[src/rtl/button_event_ctrl.sv]
// Four-button event generator: PRESS / LONG / REPEAT / RELEASE per button,
// one pending bit per (button, type), fixed-priority arbiter into a 4-deep FIFO.
module button_event_ctrl #(
    parameter int unsigned LONG_CYC   = 50_000_000,
    parameter int unsigned REPEAT_CYC = 10_000_000
) (
    input  logic       clk,
    input  logic       reset,
    input  logic [3:0] btn_level,
    input  logic       enable,
    output logic       evt_valid,
    input  logic       evt_ready,
    output logic [3:0] evt_data,
    output logic       evt_overflow,
    input  logic       ovf_clear
);

    typedef enum logic [1:0] {
        ST_IDLE = 2'd0,
        ST_DOWN = 2'd1,
        ST_HELD = 2'd2
    } btn_state_t;

    // Pending-bit offsets within a button's group of four; equal to the type code.
    localparam int EV_PRESS   = 0;
    localparam int EV_LONG    = 1;
    localparam int EV_REPEAT  = 2;
    localparam int EV_RELEASE = 3;

    localparam logic [31:0] LONG_LAST   = 32'(LONG_CYC - 1);
    localparam logic [31:0] REPEAT_LAST = 32'(REPEAT_CYC - 1);

    logic [3:0]  prev;
    logic [3:0]  rise;
    logic [3:0]  fall;

    btn_state_t  state     [4];
    btn_state_t  state_nxt [4];
    logic [31:0] cnt       [4];
    logic [31:0] cnt_nxt   [4];

    logic [15:0] pending;
    logic [15:0] post;
    logic [15:0] kept;
    logic [15:0] clr_mask;
    logic        drop;

    logic        sel_valid;
    logic [3:0]  sel_idx;
    logic [3:0]  sel_data;

    logic [3:0]  fifo_mem [4];
    logic [1:0]  wr_ptr;
    logic [1:0]  rd_ptr;
    logic [2:0]  count;
    logic        pop;
    logic        push;
    logic        can_accept;

    assign rise = btn_level & ~prev;
    assign fall = ~btn_level & prev;

    // NOTE: sequential state uses non-blocking assignments so every register
    // samples pre-edge values regardless of statement order.
    always_ff @(posedge clk) begin
        if (reset) begin
            prev <= '0;
            for (int i = 0; i < 4; i++) begin
                state[i] <= ST_IDLE;
                cnt[i]   <= '0;
            end
        end else begin
            prev <= btn_level;
            for (int i = 0; i < 4; i++) begin
                state[i] <= state_nxt[i];
                cnt[i]   <= cnt_nxt[i];
            end
        end
    end

    // NOTE: every output of this block gets a default first, so no path leaves
    // a variable unassigned and no latch is inferred.
    always_comb begin
        post = '0;
        for (int i = 0; i < 4; i++) begin
            state_nxt[i] = state[i];
            cnt_nxt[i]   = cnt[i];
            if (!enable) begin
                state_nxt[i] = ST_IDLE;
                cnt_nxt[i]   = '0;
            end else begin
                unique case (state[i])
                    ST_IDLE: begin
                        if (rise[i]) begin
                            state_nxt[i]          = ST_DOWN;
                            cnt_nxt[i]            = '0;
                            post[4*i + EV_PRESS]  = 1'b1;
                        end
                    end
                    ST_DOWN: begin
                        if (fall[i]) begin
                            state_nxt[i]           = ST_IDLE;
                            cnt_nxt[i]             = '0;
                            post[4*i + EV_RELEASE] = 1'b1;
                        end else if (cnt[i] == LONG_LAST) begin
                            state_nxt[i]          = ST_HELD;
                            cnt_nxt[i]            = '0;
                            post[4*i + EV_LONG]   = 1'b1;
                        end else begin
                            cnt_nxt[i] = cnt[i] + 32'd1;
                        end
                    end
                    ST_HELD: begin
                        if (fall[i]) begin
                            state_nxt[i]           = ST_IDLE;
                            cnt_nxt[i]             = '0;
                            post[4*i + EV_RELEASE] = 1'b1;
                        end else if (cnt[i] == REPEAT_LAST) begin
                            cnt_nxt[i]            = '0;
                            post[4*i + EV_REPEAT] = 1'b1;
                        end else begin
                            cnt_nxt[i] = cnt[i] + 32'd1;
                        end
                    end
                    default: begin
                        state_nxt[i] = ST_IDLE;
                        cnt_nxt[i]   = '0;
                    end
                endcase
            end
        end
    end

    // Lowest pending index wins: button order first, then type order.
    always_comb begin
        sel_valid = 1'b0;
        sel_idx   = '0;
        for (int k = 15; k >= 0; k--) begin
            if (pending[k]) begin
                sel_valid = 1'b1;
                sel_idx   = k[3:0];
            end
        end
    end

    assign sel_data   = {sel_idx[1:0], sel_idx[3:2]};
    assign pop        = evt_valid & evt_ready;
    assign can_accept = (count != 3'd4) | pop;
    assign push       = sel_valid & can_accept;
    assign clr_mask   = push ? (16'd1 << sel_idx) : '0;
    assign kept       = pending & ~clr_mask;
    assign drop       = |(kept & post);

    always_ff @(posedge clk) begin
        if (reset) begin
            pending      <= '0;
            evt_overflow <= 1'b0;
        end else begin
            pending <= kept | post;
            if (drop) begin
                evt_overflow <= 1'b1;
            end else if (ovf_clear) begin
                evt_overflow <= 1'b0;
            end
        end
    end

    always_ff @(posedge clk) begin
        if (reset) begin
            wr_ptr <= '0;
            rd_ptr <= '0;
            count  <= '0;
        end else begin
            if (push) wr_ptr <= wr_ptr + 2'd1;
            if (pop)  rd_ptr <= rd_ptr + 2'd1;
            unique case ({push, pop})
                2'b10:   count <= count + 3'd1;
                2'b01:   count <= count - 3'd1;
                default: count <= count;
            endcase
        end
    end

    // NOTE: storage is not reset; entries are only visible through count,
    // and the empty case forces evt_data to zero.
    always_ff @(posedge clk) begin
        if (push) fifo_mem[wr_ptr] <= sel_data;
    end

    assign evt_valid = (count != 3'd0);
    assign evt_data  = evt_valid ? fifo_mem[rd_ptr] : 4'h0;

endmodule

[config.mk]
export PLATFORM = sky130hd
export DESIGN_NAME = button_event_ctrl
export DESIGN_NICKNAME = d
export VERILOG_FILES = /design/src/rtl/button_event_ctrl.sv
export SDC_FILE = /design/constraint.sdc
export NUM_CORES = 1
export LEC_CHECK = 0
export ABC_CLOCK_PERIOD_IN_PS = 2600
export BUFFER_PORTS_ARGS = -buffer_cell sky130_fd_sc_hd__buf_2
export CORE_MARGIN = 4
export CORE_UTILIZATION = 30
export DETAILED_ROUTE_END_ITERATION = 10
export GPL_TIMING_DRIVEN = 0
export HOLD_SLACK_MARGIN = 0.02
export SKIP_CTS_REPAIR_TIMING = 1
export SYNTH_ARGS = -nofsm -noshare
export SYNTH_HDL_FRONTEND = slang
export SYNTH_SLANG_ARGS = --single-unit
[constraint.sdc]
create_clock -name clk -period 2.6 [get_ports clk]
set_input_delay 0.13 -clock clk [delete_from_list [all_inputs] [get_ports clk]]
set_output_delay 0.13 -clock clk [all_outputs]
set_load 0.01 [all_outputs]
==> out/metrics.yaml, run 1 <==
status: "completed"
required_ns: 2.88
p_sw_mw: 1.54
setup_violations: 0
post-route-util: 0.353
muxShareOfSynthArea: 0.0176
core_um2: 30000
slowest_stage: "or4_4"
placed_area_um2: 9800
clockBufferDepth: 2
fill_cells: 3043
max_stage_delay_ns: 0.59
firstDrtPassIters: 5
grt_max_degree: 17
sw_frac_of_total: 0.241
final_area_um2: 10600
grt_antenna_before_repair: 1
drive_gt1_frac: 0.0928
synth-compound-area-share: 0.0748
drc: 0
critical_path_buf_inv_count: 0
avgRoutedWirePerCell_um: 13.4
io_pins: 15
cp_top_family: "simple AND/OR/NAND/NOR gates"
place_worst_setup_slack_ns: -0.276
p_int_mw: 4.83
yosys.area_share.adder: 0.0293
worst_hold_path_type: "primary input to register"
vias_per_cell: 4.92
synth_edf_count: 16
netlist_area_um2: 9240
dp_hpwl_um: 14700
dieArea_um2: 33700
power_frac_seq: 0.474
clkPwrFrac: 0.416
crit_path_max_fanout: 8
synth_simple_gate_area_frac: 0.319
io_buffers: 14
wl_um: 20300
maxSlewHeadroom: 0.557
clkTransAtPathRegs_ns: 0.06
power_density_nw_per_um2: 601
synth_warnings: 0
grt_usage: 0.121
die_h_um: 183
synthesis.nets: 1108
critPathArrivalTime_ns: 2.79
initial_utilization: 0.308
diodes: 0
drv_slew: 0
cts_made_buffers: 17
synth_cells: 1078
worst-slew-pin-transition_ns: 0.658
vias: 7485
grt_pass1_vias: 7074
ys.flop_type: "dfxtp_1"
fin_ws_ns: 0.0873
fin_crit_sh: 0.966
p_leak_nw: 3.39
maxCapViolCount: 0
async_flop_share: 0
peakVddDrop_v: 0.000479
die_x_um: 183
comb_power_share: 0.110
fmax_mhz: 398
htree_num_levels: 4
drtIter0Drc: 492
gp_congestion: 0.874
clock_sinks: 182
gr-total-overflow: 0
cts_root_buf: "clkbuf_16"
syn_avg_cell_area_um2: 8.57
worstSetupEndpointType: "register"
grt_pass1_wl_um: 34400
synth_cell_types: 73
cts_tree: "yes"
yosys_register_bits: 182
synthXorXnorAreaFrac: 0.118
hold_viol_final: 0
whs_ns: 0.131
crit_chain: "or4_4, or3_4, o31a_1, a22o_1, nor4b_2, a21oi_1"
fin_skew_ns: 0.0102
rsz0062_at_grt: "yes"
final_nets: 1151
final_antenna_net_count: 0
synth_top_family_by_area: "simple AND/OR/NAND/NOR gates"
ys_seq_area_frac: 0.412
start_kind: "register"
insertion_delay_ns: 0.43
power_mw: 6.36
area_growth_pct: 14.7
num_rows: 63
period_minus_slack_ns: 2.51
crit_type: "register to register"
==> final cells by class <==
type	instances	area [um2]	share of cell area
inverter	34	131	0.0124
sequential	182	3800	0.359
timing repair buffer	24	155	0.0146
buffer	33	153	0.0144
multi-input combinational	829	5260	0.497
clock inverter	7	120	0.0113
tap	390	488	0.0461
clock buffer	23	479	0.0452
==> through the flow <==
step	std cells	setup TNS [ns]
2_1_floorplan	1078	0
3_3_place_gp	1482	-9.17
3_5_place_dp	1482	-8.07
4_1_cts	1512	-8.44
5_1_grt	1522	-0.0304
6_report	1522	0
==> kinds of logic (layout without fill, tap and decap cells) <==
logic type                 after synthesis  in the layout
DFF                                    182            182
buffers and inverters                   67            121
AOI/OAI and AO/OA                      105            105
and+or+nand+nor                        568            568
muxes                                   11             11
adders and majority gates               21             21
xor gates and xnor gates               124            124
==> placed cells by master, fill, tap and decap left out, types with 4 or more instances in the layout <==
master,n
a21oi_1,33
and2_1,16
and3_1,24
and4_1,10
buf_2,28
buf_4,8
clkbuf_1,19
clkbuf_16,18
clkinvlp_4,5
dfxtp_1,166
dlygate4sd3_1,4
edfxtp_1,16
ha_1,20
inv_1,32
mux2i_1,5
mux4_2,4
nand2_1,89
nand2b_1,18
nand3_1,54
nand4_1,46
nand4b_1,5
nor2_1,198
nor2b_1,12
nor3_1,15
nor3b_1,5
nor4_1,20
nor4_2,4
nor4_4,4
nor4b_1,12
nor4bb_1,5
o21ai_0,25
o31ai_1,6
or2_2,6
or3_1,5
xnor2_1,57
xor2_1,67
==> synth_stat cells (all sizes together) (17+ instances only) <==
master / instances / area [um2]
a21oi: 33 / 165
and3: 24 / 150
buf: 18 / 93.8
dfxtp: 166 / 3320
ha: 20 / 250
inv: 33 / 124
nand2: 89 / 334
nand2b: 18 / 113
nand3: 55 / 280
nand4: 46 / 288
nor2: 199 / 747
nor3: 17 / 85.1
nor4: 28 / 226
o21ai: 29 / 145
xnor2: 57 / 499
xor2: 67 / 587
==> layer usage <==
layer  track usage  wire [um]
met1         0.164      10000
met2         0.197       9340
met3        0.0216        638
met4        0.0396        336
met5             0         20
==> flip-flops by register name, indices dropped and copies added, names as in the netlist, named ones only <==
register / flops
rd_ptr: 2
state: 8
count: 3
evt_overflow: 1
fifo_mem: 16
prev: 4
cnt: 128
pending: 16
wr_ptr: 2
==> final timing paths <==
check                          from                        end  slack (ns)  depth (start not counted)
max           pending[3]$_SDFF_PP0_  evt_overflow$_SDFFE_PP0P_        0.09                          6
min                       evt_ready      pending[0]$_SDFF_PP0_        0.13                          4
max reg2reg   pending[3]$_SDFF_PP0_  evt_overflow$_SDFFE_PP0P_        0.09                          6
min reg2reg  cnt[2][1]$_SDFFE_PP0P_     cnt[2][1]$_SDFFE_PP0P_        0.48                          2
==> power groups by stage <==
stage	Clock (mW)	Combinational (mW)	Sequential, mW
after floorplan	0	0.511	3.05
after global placement	0	0.683	3.07
after detailed placement	0	0.687	3.07
after CTS	2.72	0.693	3.01
after global routing	2.82	0.790	3.03
final	2.65	0.700	3.01
==> worst reg2reg max path: cells and delay by family (launching register included) <==
kind            cells  cell delay [ns]
flops               1             0.41
simple gates        3             1.33
compound gates      3             0.64
(Power assumes the default switching activity.)
==> run 2: changes to the inputs <==
--- a/config.mk
+++ b/config.mk
@@ -5,7 +5,7 @@
 export SDC_FILE = /design/constraint.sdc
 export NUM_CORES = 1
 export LEC_CHECK = 0
-export ABC_CLOCK_PERIOD_IN_PS = 2600
+export ABC_AREA = 1
 export BUFFER_PORTS_ARGS = -buffer_cell sky130_fd_sc_hd__buf_2
 export CORE_MARGIN = 4
 export CORE_UTILIZATION = 30
==> run 2 against run 1 <==
Against the previous run: die area increased by 1.9%; final cell count increased by 18%; power down 2.1%; non-clock buffer count grew 16; hold slack improved by 0.013 ns; clock skew rose by 0.0030 ns; count of clock-buffer cells in the layout decreased by 6; register-to-register slack worse by 0.03 ns; sequential power down 1%.
==> out/metrics.yaml, run 2 <==
status: "completed"
p_leak_nw: 3.87
synthesis.nets: 1345
wl_um: 22600
grt_usage: 0.131
async_flop_share: 0
grt_antenna_before_repair: 1
final_nets: 1415
crit_chain: "nand2_4, nor2_4, nand4_4, nor2_4, nand2_2, nor3b_4, nand3_2, nor2_4, nand3_4, nor3_4, nand2_2, nor3_4, nand2_1, nor2_2, nor3_2"
slowest_stage: "dfxtp_4"
io_buffers: 13
peakVddDrop_v: 0.000449
drive_gt1_frac: 0.146
drv_slew: 0
maxSlewHeadroom: 0.571
drc: 0
die_x_um: 185
worst-slew-pin-transition_ns: 0.643
avgRoutedWirePerCell_um: 12.6
firstDrtPassIters: 5
start_kind: "register"
required_ns: 2.93
clock_sinks: 182
die_h_um: 185
period_minus_slack_ns: 2.54
whs_ns: 0.144
maxCapViolCount: 0
rsz0062_at_grt: "yes"
synth_common_cells: "inv_1, nand2_1, nor2_1, dfxtp_1, a21oi_1"
top_register: "cnt"
critPathMostFrequentCell: "nor2_4"
num_rows: 64
fin_crit_sh: 0.977
diodes: 0
grt_pass1_vias: 8021
place_worst_setup_slack_ns: -0.729
initial_utilization: 0.306
ys.flop_type: "dfxtp_1"
crit_type: "register to register"
syn_avg_cell_area_um2: 7.17
area_growth_pct: 19.5
netlist_area_um2: 9420
crit_path_max_fanout: 5
synth_cell_types: 54
yosysMostFrequentCell: "inv_1"
setup_violations: 0
cts_made_buffers: 17
grt_pass1_wl_um: 37400
max_stage_delay_ns: 0.38
synth_top_area_frac: 0.353
fmax_mhz: 394
final_common_cell: "inv_1"
ys_seq_area_frac: 0.404
htree_num_levels: 4
final_antenna_net_count: 0
vias: 8681
cts_tree: "yes"
layout_common_cells: "inv_1, nand2_1, nor2_1"
gp_congestion: 0.878
cts_root_buf: "clkbuf_16"
grt_max_degree: 19
fin_skew_ns: 0.0132
drtIter0Drc: 491
placed_area_um2: 9980
synth_edf_count: 16
core_um2: 30700
reg.largest.list: "cnt (128), fifo_mem (16), pending (16)"
synth_top_cell_by_area: "dfxtp_1"
critPathArrivalTime_ns: 2.87
synth_warnings: 0
vias_per_cell: 4.84
fin_ws_ns: 0.0591
dp_hpwl_um: 16400
yosys_register_bits: 182
yosys-top-cells-area: "dfxtp_1, inv_1, nand2_1"
clockBufferDepth: 2
largest_reg_flops: 128
power_density_nw_per_um2: 553
io_pins: 15
insertion_delay_ns: 0.44
gr-total-overflow: 0
worst_hold_path_type: "primary input to register"
hold_viol_final: 0
synth_cells: 1315
dieArea_um2: 34300
final_area_um2: 11300
clkTransAtPathRegs_ns: 0.07
worstSetupEndpointType: "register"
[run 2: cell count changes after synthesis, moves of 17 or more]
cell / previous run / this run
o21ai_0: 25 / 49
and3_1: 24 / 3
nand2b_1: 18 / 1
nor3_1: 17 / 79
xor2_1: 67 / 21
a21oi_1: 33 / 100
inv_1: 32 / 197
xnor2_1: 57 / 5
nand2_1: 89 / 194
[run 2: cell type report]
type	count	area [um2]
fillers	3226	19500
multi-input cells	909	5100
flip-flops and latches	182	3830
inverters	202	764
well taps	396	495
clock buffers	17	425
repair buffers	51	378
clock inverters	15	134
plain buffers	22	126
[run 2: path summary, 6_finish.rpt]
check	depth (start not counted)	slack, ns	to	startpoint
worst min-delay path	4	0.14	register	evt_ready
worst min register to register	2	0.47	register	rd_ptr[1]$_SDFFE_PP0P_
worst max-delay path	15	0.06	cnt[0][31]$_SDFFE_PP0P_	cnt[0][2]$_SDFFE_PP0P_
worst max register to register	15	0.06	cnt[0][31]$_SDFFE_PP0P_	cnt[0][2]$_SDFFE_PP0P_
[run 2: metal layers]
layer	up-vias	GRT usage	wire length, um
li1	4534	-	-
met1	3990	0.174	10900
met2	138	0.217	10600
met3	17	0.0257	897
met4	2	0.0358	248
met5	-	0	13
[run 2: critical path: cells and delay by family, from the launching register on]
kind | cells | cell delay [ns]
flip-flops | 1 | 0.38
AND/OR/NAND/NOR | 15 | 2.06
[run 2: where the power goes]
| part | switching, mW | internal [mW] | leakage (nW) |
|---|---|---|---|
| logic | 0.530 | 0.247 | 2.09 |
| clock network | 1.22 | 1.27 | 0.269 |
| registers | 0.0526 | 2.92 | 1.51 |
[run 2: cell families (layout without fill, tap and decap cells)]
logic type | count (synthesis) | after routing | share of synthesized area
adders and majority gates | 21 | 21 | 0.0287
AOI/OAI and AO/OA | 198 | 198 | 0.119
xor gates and xnor gates | 26 | 26 | 0.0242
buffers and inverters | 224 | 307 | 0.0904
DFF | 182 | 182 | 0.404
and+or+nand+nor | 664 | 664 | 0.334
[run 2: stage by stage]
step	total power, mW	util	cells	TNS, ns
after floorplan	3.53	-	1315	0
after global placement	3.74	0.325	1724	-16.99
after detailed placement	3.75	0.325	1724	-17.63
after CTS	6.26	0.343	1756	-10.09
after global routing	6.56	0.366	1794	-0.426
final	6.23	0.366	1794	0
